### src/rtl/uart_tx_arbiter.sv
// uart_tx_arbiter: round-robin sharing of one UART transmitter among NREQ message sequencers.
// A grant is held from its go pulse until the winner's done or an inactivity timeout.
module uart_tx_arbiter #(
   parameter int NREQ = 4,
   parameter int TIMEOUT = 1000000
) (
   input  logic              clk,
   input  logic              reset,
   input  logic [NREQ-1:0]   req,
   input  logic [NREQ-1:0]   done_in,
   input  logic [8*NREQ-1:0] txdata_in,
   input  logic [NREQ-1:0]   ldtxdata_in,
   input  logic              txempty,
   output logic [NREQ-1:0]   go,
   output logic [NREQ-1:0]   gnt,
   output logic [NREQ-1:0]   txempty_out,
   output logic [7:0]        txdata,
   output logic              ldtxdata,
   output logic              busy,
   output logic              abort
);
   localparam int PW = (NREQ > 1) ? $clog2(NREQ) : 1;
   localparam int CW = (TIMEOUT > 1) ? $clog2(TIMEOUT) : 1;
   typedef enum logic [1:0] {IDLE, GO, BUSY, REL} state_t;
   state_t state, nxt;
   logic [NREQ-1:0] pending;
   logic [PW-1:0] ptr, sel, win, idx;
   logic [CW-1:0] cnt;
   logic fire, expire, rel;
   assign fire = state == IDLE && |pending;
   assign expire = cnt == CW'(TIMEOUT - 1);
   assign rel = state == BUSY && (done_in[sel] || expire);
   // Descending scan so the lowest rotation offset from ptr wins.
   always_comb begin
      win = ptr;
      idx = ptr;
      for (int k = NREQ - 1; k >= 0; k--) begin
         idx = PW'((int'(ptr) + k) % NREQ);
         if (pending[idx]) win = idx;
      end
   end
   always_ff @(posedge clk or posedge reset)
      if (reset) state <= IDLE;
      else state <= nxt;
   always_comb
      case (state)
         IDLE:    nxt = fire ? GO : IDLE;
         GO:      nxt = BUSY;
         BUSY:    nxt = rel ? REL : BUSY;
         default: nxt = IDLE;
      endcase
   // Release clears the winner's pending bit, but a req on the same edge re-pends it.
   always_ff @(posedge clk or posedge reset)
      if (reset) begin
         pending <= '0;
         ptr <= '0;
         sel <= '0;
         gnt <= '0;
         go <= '0;
         abort <= 1'b0;
         cnt <= '0;
      end else begin
         pending <= (pending & ~(rel ? NREQ'(1) << sel : '0)) | req;
         ptr <= rel ? (sel == PW'(NREQ - 1) ? '0 : sel + PW'(1)) : ptr;
         sel <= fire ? win : sel;
         gnt <= fire ? NREQ'(1) << win : rel ? '0 : gnt;
         go <= fire ? NREQ'(1) << win : '0;
         abort <= state == BUSY && !done_in[sel] && expire;
         cnt <= state == GO ? '0 : (state == BUSY && !rel) ? (ldtxdata_in[sel] ? '0 : cnt + CW'(1)) : cnt;
      end
   always_comb begin
      txdata = '0;
      for (int i = 0; i < NREQ; i++) txdata = txdata | (gnt[i] ? txdata_in[8*i +: 8] : 8'h00);
      ldtxdata = |(ldtxdata_in & gnt);
      txempty_out = gnt & {NREQ{txempty}};
      busy = state != IDLE;
   end
endmodule

### config.mk
export PLATFORM = sky130hd
export DESIGN_NAME = uart_tx_arbiter
export DESIGN_NICKNAME = d
export VERILOG_FILES = /design/src/rtl/uart_tx_arbiter.sv
export SDC_FILE = /design/constraint.sdc
export NUM_CORES = 1
export LEC_CHECK = 0
export CAP_MARGIN = 40
export CORE_MARGIN = 2
export CORE_UTILIZATION = 60
export DETAILED_ROUTE_END_ITERATION = 7
export DONT_BUFFER_PORTS = 1
export PLACE_DENSITY_LB_ADDON = 0.15
export SLEW_MARGIN = 20
export SYNTH_ARGS = -nofsm -noshare
export SYNTH_HDL_FRONTEND = slang
export SYNTH_SLANG_ARGS = --single-unit
### constraint.sdc
create_clock -name clk -period 3.1 [get_ports clk]
set_clock_uncertainty 0.2 [all_clocks]
set_input_delay 0.31 -clock clk [delete_from_list [all_inputs] [get_ports clk]]
set_output_delay 0.31 -clock clk [all_outputs]
set_load 0.02 [all_outputs]
==> results.md <==
* Crit path cell chain: ha_1, nand3_2, or4_4, o31ai_2, buf_4, o21ai_0, o21ai_0
* Post-synth ARST share at 100%
* Final hold vios at 0
* Unique masters post-synth at 46
* Skew-Pair Late Insertion Delay at 0.29 ns
* Non-Filler Instances at between 300 and 400
* Final setup viols at 0
* Initial antenna violation count at 0
* R2R cell count at 7
* Die span in x at 66.8 µm
* Slowest cell on crit path: or4_4
* Pin count of the biggest net entering global routing at 40
* Crit-path max FO at 10
* Post-route setup TNS at 0 ns
* EDFF count, synth at 0
* Clock Tree Buf Depth at 2
* Worst Tran Pin Value at 0.820 ns
* Flops & latches, synth at 39
* Commonest cells post-synth: dfrtp_1 (39), nor2_1 (20), nand2_1 (19), a22oi_1 (18), o21ai_0 (18)
* Vias in the first global route at 1867
* RSZ-0062 raised after global routing: false
* Most common cell on crit path: o21ai_0
* Post-synth top area share at 41.3%
* Die Ht at 66.8 µm
* Worst R2R End: cnt[2]$_DFFE_PP0P_
* Layout area overhead at 6.88%
* Dpl ws at 0.467 ns
* Reg-to-Reg Start: cnt[0]$_DFFE_PP0P_
* Power density cells at 789 nW/µm²
* Number of remaining DRC errors at 0
* Vias per cell at 6.56
* Final setup margin at 0.464 ns
* CP top delay family: simple AND/OR/NAND/NOR gates
* First-pass GRT wire length at ~9 mm
* Min-Delay Endpoint: cnt[1]$_DFFE_PP0P_
* Max Freq at ~0.38 GHz
* Commonest register cell after synthesis: dfrtp_1
* Max VDD drop at 0.669 mV
* Cell with the most instances after synthesis: dfrtp_1
* Leak pwr at 0.00104 µW
* Total of max-cap violations at 0
* Placed Cells at 299
* TritonCTS clock tree: yes
* Post-DP HPWL at approximately 4.0 mm
* Hold path cells at 3
* Crit path DAT at 2.65 ns
* Tot GR Track Use at between 20% and 30%
* Grt total ovfl at 0
* Mapped Area at 2360 µm²
* CP Capture Type: register
* Total chip power at 1990 µW
* Htree depth at 2
* Number of buffers added on ports at 0
* Sinks on Clock Net at 39
* Hold Startpoint: ldtxdata_in[0]
* Worst EP required at 3.11 ns
* Post-CTS Setup Bufs at 0
* Filler cells at 289
* Reg2Reg Setup Slack at 0.46 ns
* DRT iter0 DRCs at between 100 and 150
* Antenna cell count at 0
* Vias at 2041
* Initial Util at 63.6%
* Core Footprint at 3720 µm²
* Critical path type: register to register
* Synthesized instance count at 259
* Worst path max stage delay at 0.61 ns
* Minimum clock period at 2.64 ns
* Layout cells sized above 1 at 11.0%
* Outcome: finished clean
* Min Hold Slack at 0.291 ns
* Register area share after synthesis at between 40% and 50%
* Slew margin rel. at 44.7%
* WL per Instance at 17.9 µm
* Die area at ~4500 µm²
* CTS root buf: clkbuf_8
* HP Class: input port to register
* Area contributors post-synth: dfrtp_1 (41%), a22oi_1 (5.7%), ha_1 (4.8%)
* Fin. max-slew vios at 0
* Cell taking the most area after synthesis: dfrtp_1
* Syn Area/Cell at 9.13 µm²
* FP Rows at 22
* Antenna Nets Post-Route at 0
* Warnings from Yosys at 0
* Clock slew at reported path FFs at ~0.070 ns
* Nets@finish at ~320
* Final worst path period share at 85.0%
* DR pass1 iterations at 5
* GPL Wtd Cong at about 0.82
* Total CTS buffers at 5
* WP buf/inv at 1
* Syn_nets at ~320
* Top Ports at 70
* Worst setup SP type: register
* Routed wire length at 5.55 mm
[cells in the final DEF (no fill, tap or decap), drive strengths merged, types with 3 or more instances in the layout]
cell and n:
and2 6, buf 4, nand3 11, nand4 6, clkbuf 6, o41ai 4
dfrtp 39, o21ai 27, inv 16, nor2 20, o31ai 13, ha 9
a31oi 10, or4 3, nand2 19, a22oi 18, nand2b 7, a31o 4
nor4 5, a21oi 8, dlygate4sd3 5
[flip-flops by register name, summed over array words and instances, names as in the netlist]
name     count
abort        1
cnt         20
gnt          4
go           4
pending      4
ptr          2
sel          2
state        2
[kinds of logic after synthesis]
| group | after synthesis | synth area share, % |
|---|---|---|
| compound gates | 90 | 25.9 |
| fa+ha+maj | 9 | 4.76 |
| buf+inv | 28 | 5.29 |
| flops | 39 | 41.3 |
| mux | 4 | 2.86 |
| simple gates | 89 | 19.9 |
[per-stage QoR]
stage	util, %	instance area [µm²]
2_1_floorplan	-	2360
3_3_place_gp	64.3	2390
3_5_place_dp	64.3	2390
4_1_cts	68.0	2530
5_1_grt	68.0	2530
6_report	68.0	2530
[worst reg2reg max path: cells and delay by family (launching register included)]
family	cells	cell delay [ns]
adders and majority gates	1	0.22
and+or+nand+nor	2	0.79
buffers and inverters	1	0.27
AOI/OAI and AO/OA	3	0.68
DFF	1	0.40
[worst max path at each step]
| stage | start | to | depth (start not counted) |
|---|---|---|---|
| after floorplan | cnt[0]$_DFFE_PP0P_ | ptr[0]$_DFFE_PP0P_ | 6 |
| after global placement | cnt[0]$_DFFE_PP0P_ | cnt[6]$_DFFE_PP0P_ | 7 |
| after detailed placement | cnt[0]$_DFFE_PP0P_ | cnt[2]$_DFFE_PP0P_ | 7 |
| after CTS | cnt[0]$_DFFE_PP0P_ | cnt[2]$_DFFE_PP0P_ | 7 |
| after global routing | cnt[0]$_DFFE_PP0P_ | cnt[7]$_DFFE_PP0P_ | 7 |
| final | cnt[0]$_DFFE_PP0P_ | cnt[2]$_DFFE_PP0P_ | 7 |
[repair_timing]
| action | CTS | global route |
|---|---|---|
| hold endpoints to repair | 43 | 0 |
| hold buffers | 5 | 0 |
| gates resized for setup | 0 | 0 |
[final cells by class]
class                   count  area, µm²  area share, %
inverters                  16       60.1           2.38
well taps                  48       60.1           2.38
flip-flops and latches     39        976           38.6
repair buffers              9       80.1           3.17
clock inverters             1       5.00          0.198
clock buffers               6       82.6           3.27
multi-input cells         192       1260           50.0
[report_power, final]
part / leakage, µW / total [µW] / switching, µW / internal (µW)
Clock: 0.0000470 / 346 / 172 / 174
Sequential: 0.000508 / 800 / 195 / 606
Combinational: 0.000482 / 847 / 522 / 326
[per-layer routing]
| metal | up-vias | wire (µm) | global-route usage [%] |
|---|---|---|---|
| met3 | 11 | 334 | 10.1 |
| met2 | 60 | 2710 | 39.9 |
| li1 | 977 | - | - |
| met4 | 0 | 78 | 8.16 |
| met1 | 993 | 2440 | 38.1 |
| met5 | - | 0 | 0 |
Note: power is estimated with default switching activity, not from simulation.
